$ cat config.mk
export PLATFORM = sky130hd
export DESIGN_NAME = vtage_fb_gen
export DESIGN_NICKNAME = d
export VERILOG_FILES = /design/src/rtl/vtage_pkg.sv /design/src/rtl/vtage_fb_fifo.sv /design/src/rtl/vtage_fb_gen.sv
export SDC_FILE = /design/constraint.sdc
export NUM_CORES = 2
export LEC_CHECK = 0
export BUFFER_PORTS_ARGS = -buffer_cell sky130_fd_sc_hd__clkbuf_2
export CAP_MARGIN = 20
export CORE_ASPECT_RATIO = 2
export CORE_MARGIN = 10
export CORE_UTILIZATION = 30
export DETAILED_ROUTE_END_ITERATION = 7
export MAX_ROUTING_LAYER = met4
export SLEW_MARGIN = 20
export SYNTH_ARGS = -nofsm -noshare
export SYNTH_HDL_FRONTEND = slang
export SYNTH_SLANG_ARGS = --single-unit
$ cat constraint.sdc
create_clock -name clk_i -period 20.9 [get_ports clk_i]
set_input_delay 1.045 -clock clk_i [delete_from_list [all_inputs] [get_ports clk_i]]
set_output_delay 1.045 -clock clk_i [all_outputs]
set_load 0.005 [all_outputs]
$ cat src/rtl/vtage_pkg.sv
// Shared types and default widths for the VTAGE predictor and its
// feedback path. The predictor and the feedback generator must agree on
// the layout of a prediction bundle, so that layout lives here.
package vtage_pkg;

    localparam int VTAGE_NUM_PRED    = 2;
    localparam int VTAGE_NUM_ENTRIES = 256;
    localparam int VTAGE_NUM_BANK    = 4;
    localparam int VTAGE_CONF_WIDTH  = 8;
    localparam int VTAGE_TAG_WIDTH   = 5;
    localparam int VTAGE_U_WIDTH     = 2;
    localparam int VTAGE_DEPTH       = 16;

    // Table index width follows the number of predictor entries.
    localparam int LP_INDEX_WIDTH = $clog2(VTAGE_NUM_ENTRIES);

    // One captured prediction: the predicted value plus everything the
    // predictor needs to locate and update the providing entry.
    typedef struct packed {
        logic [31:0]                 result;
        logic [VTAGE_CONF_WIDTH:0]   conf;
        logic [LP_INDEX_WIDTH-1:0]   index;
        logic [VTAGE_TAG_WIDTH-1:0]  tag;
        logic [VTAGE_U_WIDTH-1:0]    useful;
        logic [VTAGE_NUM_BANK-1:0]   bank;
    } vtage_pred_meta_t;

    // One feedback way sent back to the predictor.
    typedef struct packed {
        logic [31:0]                 actual;
        logic [VTAGE_CONF_WIDTH:0]   conf;
        logic [LP_INDEX_WIDTH-1:0]   index;
        logic [VTAGE_TAG_WIDTH-1:0]  tag;
        logic [VTAGE_U_WIDTH-1:0]    useful;
        logic [VTAGE_NUM_BANK-1:0]   bank;
        logic                        mispredict;
    } vtage_fb_t;

    // Number of set bits in a two-way qualifier.
    function automatic logic [1:0] popcount2(input logic [1:0] v);
        return {1'b0, v[0]} + {1'b0, v[1]};
    endfunction

endpackage

$ cat src/rtl/vtage_fb_fifo.sv
// In-order two-write / two-read queue of captured predictions. Valid write
// ways are packed in way order, so a way1-only write lands in the next free
// slot and the queue never contains holes.
module vtage_fb_fifo
    import vtage_pkg::*;
#(
    parameter  int P_DEPTH   = 16,
    localparam int LP_PTR_W  = $clog2(P_DEPTH),
    localparam int LP_CNT_W  = LP_PTR_W + 1
) (
    input  logic                        clk_i,
    input  logic                        rst_i,
    input  logic                        flush_i,
    input  logic [1:0]                  wr_en,
    input  vtage_pred_meta_t [1:0]      wr_data,
    input  logic [1:0]                  rd_num,
    output vtage_pred_meta_t [1:0]      rd_data,
    output logic [LP_CNT_W-1:0]         count
);

    vtage_pred_meta_t          mem [P_DEPTH];
    logic [LP_PTR_W-1:0]       wr_ptr;
    logic [LP_PTR_W-1:0]       rd_ptr;
    logic [LP_PTR_W-1:0]       wr_ptr_p1;
    logic [LP_PTR_W-1:0]       rd_ptr_p1;
    logic [1:0]                nalloc;

    assign wr_ptr_p1 = wr_ptr + LP_PTR_W'(1);
    assign rd_ptr_p1 = rd_ptr + LP_PTR_W'(1);
    assign nalloc    = popcount2(wr_en);

    // The two oldest entries are always presented to the retire logic.
    assign rd_data[0] = mem[rd_ptr];
    assign rd_data[1] = mem[rd_ptr_p1];

    // Storage write; a lone way1 write is compressed into the first free slot.
    always_ff @(posedge clk_i) begin
        if (!flush_i) begin
            case (wr_en)
                2'b11: begin
                    mem[wr_ptr]    <= wr_data[0];
                    mem[wr_ptr_p1] <= wr_data[1];
                end
                2'b01:   mem[wr_ptr] <= wr_data[0];
                2'b10:   mem[wr_ptr] <= wr_data[1];
                default: ;
            endcase
        end
    end

    // Pointers and occupancy; a flush returns the queue to its reset state.
    always_ff @(posedge clk_i or posedge rst_i) begin
        if (rst_i) begin
            wr_ptr <= '0;
            rd_ptr <= '0;
            count  <= '0;
        end else if (flush_i) begin
            wr_ptr <= '0;
            rd_ptr <= '0;
            count  <= '0;
        end else begin
            wr_ptr <= wr_ptr + LP_PTR_W'(nalloc);
            rd_ptr <= rd_ptr + LP_PTR_W'(rd_num);
            count  <= count + LP_CNT_W'(nalloc) - LP_CNT_W'(rd_num);
        end
    end

endmodule

$ cat src/rtl/vtage_fb_gen.sv
// VTAGE feedback generator. Queues prediction bundles in program order,
// pairs the oldest entries with execution results, and returns registered
// feedback (actual value, stored metadata, mispredict flag) to the predictor.
module vtage_fb_gen
    import vtage_pkg::*;
#(
    parameter  int P_NUM_PRED     = VTAGE_NUM_PRED,
    parameter  int P_NUM_ENTRIES  = VTAGE_NUM_ENTRIES,
    parameter  int P_NUM_BANK     = VTAGE_NUM_BANK,
    parameter  int P_CONF_WIDTH   = VTAGE_CONF_WIDTH,
    parameter  int P_TAG_WIDTH    = VTAGE_TAG_WIDTH,
    parameter  int P_U_WIDTH      = VTAGE_U_WIDTH,
    parameter  int P_DEPTH        = VTAGE_DEPTH,
    localparam int LP_IDX_W       = $clog2(P_NUM_ENTRIES),
    localparam int LP_CW          = P_CONF_WIDTH + 1,
    localparam int LP_CNT_W       = $clog2(P_DEPTH) + 1
) (
    input  logic                               clk_i,
    input  logic                               rst_i,
    input  logic [P_NUM_PRED*32-1:0]           pred_result_i,
    input  logic [P_NUM_PRED*LP_CW-1:0]        pred_conf_i,
    input  logic [P_NUM_PRED*LP_IDX_W-1:0]     pred_index_i,
    input  logic [P_NUM_PRED*P_TAG_WIDTH-1:0]  pred_tag_i,
    input  logic [P_NUM_PRED*P_U_WIDTH-1:0]    pred_useful_i,
    input  logic [P_NUM_PRED*P_NUM_BANK-1:0]   pred_bank_i,
    input  logic [P_NUM_PRED-1:0]              pred_valid_i,
    output logic                               pred_ready_o,
    input  logic [P_NUM_PRED*32-1:0]           ex_actual_i,
    input  logic [P_NUM_PRED-1:0]              ex_valid_i,
    input  logic                               flush_i,
    output logic [P_NUM_PRED*32-1:0]           fb_actual_o,
    output logic [P_NUM_PRED*LP_CW-1:0]        fb_conf_o,
    output logic [P_NUM_PRED*LP_IDX_W-1:0]     fb_index_o,
    output logic [P_NUM_PRED*P_TAG_WIDTH-1:0]  fb_tag_o,
    output logic [P_NUM_PRED*P_U_WIDTH-1:0]    fb_useful_o,
    output logic [P_NUM_PRED*P_NUM_BANK-1:0]   fb_bank_o,
    output logic [P_NUM_PRED-1:0]              fb_mispredict_o,
    output logic [P_NUM_PRED-1:0]              fb_valid_o,
    output logic [LP_CNT_W-1:0]                count_o,
    output logic [1:0]                         err_o
);

    // Highest occupancy that still leaves room for a full-width allocation.
    localparam logic [LP_CNT_W-1:0] LP_READY_LIMIT = LP_CNT_W'(P_DEPTH - P_NUM_PRED);

    logic [LP_CNT_W-1:0]         count;
    vtage_pred_meta_t [1:0]      wr_data;
    vtage_pred_meta_t [1:0]      rd_data;
    logic [1:0]                  wr_en;
    logic [1:0]                  rd_num;
    logic [1:0]                  nret_req;
    logic [1:0]                  nret;
    logic [1:0]                  ret_way;
    logic                        seq_err;
    logic                        underflow;
    logic                        overflow;
    vtage_fb_t [1:0]             fb_d;
    vtage_fb_t [1:0]             fb_q;
    logic [1:0]                  fb_valid_q;
    logic [1:0]                  err_q;

    assign pred_ready_o = (count <= LP_READY_LIMIT);
    assign count_o      = count;

    vtage_fb_fifo #(
        .P_DEPTH (P_DEPTH)
    ) u_fifo (
        .clk_i   (clk_i),
        .rst_i   (rst_i),
        .flush_i (flush_i),
        .wr_en   (wr_en),
        .wr_data (wr_data),
        .rd_num  (rd_num),
        .rd_data (rd_data),
        .count   (count)
    );

    // Unpack the incoming bundle and gate allocation on space and flush.
    always_comb begin
        wr_data  = '0;
        for (int w = 0; w < 2; w++) begin
            wr_data[w].result = pred_result_i[w*32 +: 32];
            wr_data[w].conf   = pred_conf_i[w*LP_CW +: LP_CW];
            wr_data[w].index  = pred_index_i[w*LP_IDX_W +: LP_IDX_W];
            wr_data[w].tag    = pred_tag_i[w*P_TAG_WIDTH +: P_TAG_WIDTH];
            wr_data[w].useful = pred_useful_i[w*P_U_WIDTH +: P_U_WIDTH];
            wr_data[w].bank   = pred_bank_i[w*P_NUM_BANK +: P_NUM_BANK];
        end
        overflow = (|pred_valid_i) && !pred_ready_o;
        wr_en    = (flush_i || !pred_ready_o) ? 2'b00 : pred_valid_i;
    end

    // Decide how many entries retire, clamped to what was queued at cycle start.
    always_comb begin
        nret_req = 2'd0;
        seq_err  = 1'b0;
        case (ex_valid_i)
            2'b01:   nret_req = 2'd1;
            2'b11:   nret_req = 2'd2;
            2'b10:   seq_err  = 1'b1;
            default: nret_req = 2'd0;
        endcase
        underflow = (LP_CNT_W'(nret_req) > count);
        nret      = underflow ? count[1:0] : nret_req;
        rd_num    = flush_i ? 2'd0 : nret;
        ret_way   = 2'b00;
        if (!flush_i) begin
            ret_way[0] = (nret != 2'd0);
            ret_way[1] = (nret == 2'd2);
        end
    end

    // Build the feedback word for each way from the result and the stored entry.
    always_comb begin
        fb_d = '0;
        for (int w = 0; w < 2; w++) begin
            fb_d[w].actual     = ex_actual_i[w*32 +: 32];
            fb_d[w].conf       = rd_data[w].conf;
            fb_d[w].index      = rd_data[w].index;
            fb_d[w].tag        = rd_data[w].tag;
            fb_d[w].useful     = rd_data[w].useful;
            fb_d[w].bank       = rd_data[w].bank;
            fb_d[w].mispredict = (ex_actual_i[w*32 +: 32] != rd_data[w].result);
        end
    end

    // Feedback registers hold their contents on idle ways; errors are sticky.
    always_ff @(posedge clk_i or posedge rst_i) begin
        if (rst_i) begin
            fb_q       <= '0;
            fb_valid_q <= '0;
            err_q      <= '0;
        end else begin
            for (int w = 0; w < 2; w++) begin
                if (ret_way[w]) begin
                    fb_q[w] <= fb_d[w];
                end
            end
            fb_valid_q <= ret_way;
            err_q      <= err_q | {overflow, seq_err | underflow};
        end
    end

    // Flatten the registered feedback onto the output buses.
    always_comb begin
        fb_actual_o     = '0;
        fb_conf_o       = '0;
        fb_index_o      = '0;
        fb_tag_o        = '0;
        fb_useful_o     = '0;
        fb_bank_o       = '0;
        fb_mispredict_o = '0;
        for (int w = 0; w < 2; w++) begin
            fb_actual_o[w*32 +: 32]                  = fb_q[w].actual;
            fb_conf_o[w*LP_CW +: LP_CW]              = fb_q[w].conf;
            fb_index_o[w*LP_IDX_W +: LP_IDX_W]       = fb_q[w].index;
            fb_tag_o[w*P_TAG_WIDTH +: P_TAG_WIDTH]   = fb_q[w].tag;
            fb_useful_o[w*P_U_WIDTH +: P_U_WIDTH]    = fb_q[w].useful;
            fb_bank_o[w*P_NUM_BANK +: P_NUM_BANK]    = fb_q[w].bank;
            fb_mispredict_o[w]                       = fb_q[w].mispredict;
        end
        fb_valid_o = fb_valid_q;
        err_o      = err_q;
    end

endmodule
; Yosys cells after proc, flatten, opt, wreduce, memory -nomap -nowiden
; Memory sizes are Yosys's and may differ from the RTL's.
; Index checks and enable logic that the tools add are counted.
[op_classes]
add_sub_neg = 7
order_cmp = 2
n_eq_ne = 9
muxes = 20
bitwise = 4
n_reduce_logical = 5
[ops]
columns = op, count
row1 = two-way mux 60 bit, 2
row2 = inequality test 32 bit, 2
row3 = == test 2 bit (second input constant), 5
row4 = two-way mux 1 bit, 10
row5 = adder 4 x 1 -> 4 bit (second input constant), 2
row6 = adder 4 x 2 -> 4 bit, 2
row7 = two-way mux 2 bit, 4
row8 = two-way mux 4 bit, 2
row9 = adder 5 x 2 -> 5 bit, 1
row10 = greater-than comparator 2 x 5 -> 1 bit, 1
row11 = <= comparator 5 x 4 -> 1 bit (second input constant), 1
row12 = two-way mux 5 bit, 1
row13 = subtractor 5 x 2 -> 5 bit, 1
row14 = == test 2 x 1 -> 1 bit (second input constant), 2
row15 = case mux 2 bit (2 select lines), 1
row16 = OR 1 bit, 3
row17 = adder 1 x 1 -> 2 bit, 1
row18 = OR 2 bit, 1
row19 = nonzero test 2 bit, 1
row20 = OR reduction 2 bit, 1
row21 = logical AND 1 bit, 1
row22 = zero test 1 bit, 1
row23 = logical OR 1 bit, 1
[totals]
ff_bits = 139
mem_bits_rw = 960
word_cells = 67
n_memories = 1
[mem_list]
columns = memory, depth, word_bits, read_ports, rd_clocked_by_memory_dff, write_ports, line_no
row1 = u_fifo.mem, 16, 60, 2, 0, 2, vtage_fb_fifo.sv:21  ; vtage_pred_meta_t mem [P_DEPTH];

; Longest topological paths before layout
[logic_depth]
word_depth = 10
mapped_depth = 16

; Modules after synthesis
; Synthesis repeated with hierarchy kept, for this count alone.
[hier_totals]
cells_unflattened = 5002
area_unflattened_um2 = 61484.0
[by_module_without_submodules]
columns = mod, instances, cells_each, area_per_inst_um2, seq_area_each_um2
row1 = vtage_fb_fifo, 1, 4622, 55873.6, 29153.0
row2 = vtage_fb_gen, 1, 380, 5610.4, 3153.0

; Worst setup path after synthesis
; No wires, ideal clock.
[synth_path]
kind = input to register
startpoint = in flush_i
endpoint = mem u_fifo.mem[4][0] (netlist bit) (enable)
t_arrival_ps = 7058
required_time_ps = 20339
slack_ps = 13281
stages = 11
n_path_buf = 3
cell_sequence = clkbuf_1 > nor2_1 > nand2_1 > ha_1 > nor2b_1 > clkbuf_1 > buf_1 > inv_1 > nand2_1 > nand2_1 > o21ai_0
[synth_rtl]
columns = item, line_no
row1 = start: declaration, vtage_fb_gen.sv:30  ; input logic flush_i,
row2 = end: declaration, vtage_fb_fifo.sv:21

; Worst setup path after layout
[layout_path]
startpoint = reg u_fifo.rd_ptr[0]
endpoint = reg fb_q (netlist bit fb_mispredict_o[0])
[layout_between]
elab_chain_cells = 2
[layout_rtl]
columns = item, line_no
row1 = start: declaration, vtage_fb_fifo.sv:23  ; logic [LP_PTR_W-1:0] rd_ptr;
row2 = start signal: assignment, vtage_fb_fifo.sv:63  ; rd_ptr <= rd_ptr + LP_PTR_W'(rd_num);
row3 = memory (16 x 60 bit), --
row4 = inequality test 32 bit, vtage_fb_gen.sv:123  ; fb_d[w].mispredict = (ex_actual_i[w*32 +: 32] != rd_data[w].result);
row5 = end signal: indexed assignment, vtage_fb_gen.sv:136  ; fb_q[w] <= fb_d[w];
row6 = end: declaration, vtage_fb_gen.sv:58  ; vtage_fb_t [1:0] fb_q;
; No other way between the ends.
; A chain may end at the register's enable or synchronous reset.

==> metrics.yaml <==
floorplanning:
  core_sq_mm: 0.201
  die_w_um: 338
  io_pins: 323
  die_area_sq_mm: 0.222
  rows: 233
  initial_core_util_pct: 30.2
  die_h_um: 657
worst_setup_path:
  cp-end-kind: "flip-flop"
  r2r_slack_ps: 14880
  required_ps: 21470
  crit_path_max_fanout: 127
  start_kind: "flip-flop"
  worstPathArrival_ps: 6590
  critPathKind: "reg -> reg"
power:
  power_leakage_nw: 23.2
  ir_worst_vdd_v: 0.0000953
  power.density_mw_per_mm2: 97.5
yosys:
  ys.flop_type: "edfxtp_1"
  synth_nets: 5270
  synthCells: 5057
  yosys_register_bits: 1099
  syn_area_per_cell_sq_um: 12.0
  seq_area_frac_synth_pct: 53.1
  yosys_warnings: 0
  synthesis.area_sq_mm: 0.0608
  synth_cell_type_count: 48
  ys_async_sr_fraction_pct: 12.6
  synth_edf_count: 960
placed_design:
  hpwl_mm: 144
  portBuffers: 322
  placedCellCount: 7647
  routabilityCongestion: 0.840
global_route:
  grtUsageTotal_pct: 20.3
  gr-total-overflow: 0
  grt_pass1_vias: 44600
  grt_max_degree: 128
  antenna_found_initial: 14
  grt_first_pass_wirelength_mm: 323
layout:
  stdcell_count: 7846
  fill_cells: 19600
  finalNetCount: 5258
  utilization_pct: 33.9
  area_delta_synth_final_pct: 12.4
  layout-drive-gt1-share_pct: 23.9
sta:
  hold_viol: 0
  slew_headroom_pct: 27.8
  worst_pin_slew_ps: 1080
  finalCritPeriodShare_pct: 28.8
  finClkSkew_ps: 47.7
  setup_tns_ps: 0
  setup_violations: 0
  fmax_mhz: 166
  fin_crit_ps: 6020
  maxSlewViolCount: 0
  rsz0062_at_grt: "no"
routing:
  drc: 0
  vias_per_cell: 5.70
  wl_mm: 228
  num_vias: 44800
  wl_per_cell_um: 29.0
  drtAntennaViolNets: 1
  firstDrtPassIters: 8
  dr.first_iter.drc_count: 5226
clock_network:
  postCtsHoldBufs: 0
  tritoncts: "yes"
  cts.clk_slew.worst_paths_ps: 70
  numCtsBuffers: 97
  clock_latency_ps: 730
  post_cts_resize_count: 0
  cts.sinks: 1099
  clockBufferDepth: 3
  cts_root_buffer: "clkbuf_16"
  post_cts_buffers: 0
  htreeDepth: 3
run_status:
  outcome: "complete, but fails checks"
  violations: "antenna violations"
hold_path:
  min_path_type: "in -> async"
flow_run:
  drv_cap: 0
[cell families (layout without fill, tap and decap cells)]
logic type | after synthesis | in the layout | synth area share (%)
compound gates | 1144 | 1144 | 10.0
xor+xnor | 69 | 69 | 1.02
fa+ha+maj | 22 | 22 | 0.502
buf+inv | 600 | 672 | 4.15
flops | 1099 | 1099 | 53.1
simple gates | 1382 | 1382 | 8.89
mux | 741 | 741 | 22.3
other cells | 0 | 15 | 0
[per-layer routing]
metal	part of all wire, %	vias up	GRT usage (%)	wire length (um)
li1	-	18800	-	-
met1	34	22600	22.1	78100
met2	52	2745	35.4	118000
met3	8.0	601	2.83	18300
met4	6.1	0	11.0	13800
met5	0	-	-	0
[state kept, by name, summed over array words and instances, names as in the netlist, 4 cells and up]
signal         cells
fb_actual_o       64
u_fifo.rd_ptr      4
fb_bank_o          8
fb_tag_o          10
fb_conf_o         18
fb_index_o        16
u_fifo.wr_ptr      4
u_fifo.mem       960
fb_useful_o        4
u_fifo.count       5
[area by class of cell]
cell class                      instances  area [sq um]  share of cell area [%]
Inverter                               24          95.1                   0.139
Sequential cell                      1099         32300                    47.3
Tap cell                             2702          3380                    4.95
Clock buffer                          119          2600                    3.81
Antenna cell                           15          37.5                  0.0549
Timing Repair Buffer                  465          2730                    4.00
Multi-Input combinational cell       3358         26400                    38.6
Clock inverter                         64           747                    1.09
[power breakdown]
group	total, mW	internal (mW)	switching [mW]
clock network	1.95	1.06	0.896
registers	2.70	2.58	0.118
logic	2.01	0.913	1.09
[layout by cell type, fill, tap and decap left out, types with 16 or more instances in the layout]
cell type  netlist  final
nor2b_1         21     18
ha_1            18     17
mux4_2         483    483
o21ai_0         42     30
xnor2_1         36     36
clkbuf_2         0    324
buf_4           26    139
a21oi_1        977    977
and2_1          22     21
clkinv_2         0     17
nand2_1        291    279
xor2_1          31     30
mux2_2          57     57
a211oi_1        18     18
a221oi_1        35     35
nor2_1         995    992
a31oi_1         17     16
dfrtp_1        139    135
clkbuf_16        0     98
mux2i_1        201    188
edfxtp_1       960    960
inv_1           22     20
[synth_stat cells, drive strengths merged, types with 31 or more instances]
cell type  number  area, sq um
a21oi         977         4890
a221oi         35          307
buf           160          870
clkbuf        416         1570
dfrtp         139         3480
edfxtp        960        28800
mux2           57          642
mux2i         201         2010
mux4          483        10900
nand2         291         1090
nor2          995         3730
o21ai          42          210
xnor2          38          348
xor2           31          272
[per-stage QoR]
step	area (sq um)	hold WS, ps	power [mW]	setup WS (ps)
3_3_place_gp	64900	453	4.75	14940
6_report	68300	388	6.66	14880
3_5_place_dp	64900	462	4.77	14830
4_1_cts	68300	387	6.71	14820
2_1_floorplan	60800	459	4.07	13280
5_1_grt	68300	418	6.92	14610
[critical path: stages, from the launching register on]
cell and delay (ps):
dfrtp_4 860, buf_4 670, buf_12 650, buf_4 770, mux2i_1 270, a221oi_1 140
a22oi_1 240, nand2_1 180, xnor2_1 660, nand2_1 120, nor4_1 840, a32oi_1 200
[path summary, 6_finish.rpt]
check,from,to,depth (start not counted)
worst max-delay path,u_fifo.rd_ptr[0],fb_mispredict_o[0],11
worst min-delay path,rst_i,fb_actual_o[27],2
worst max register to register,u_fifo.rd_ptr[0],fb_mispredict_o[0],11
worst min register to register,err_o[1],err_o[1],1
max in group asynchronous,rst_i,fb_index_o[15],3
min in group clk_i,err_o[1],err_o[1],1
Note: power is estimated with default switching activity, not from simulation.
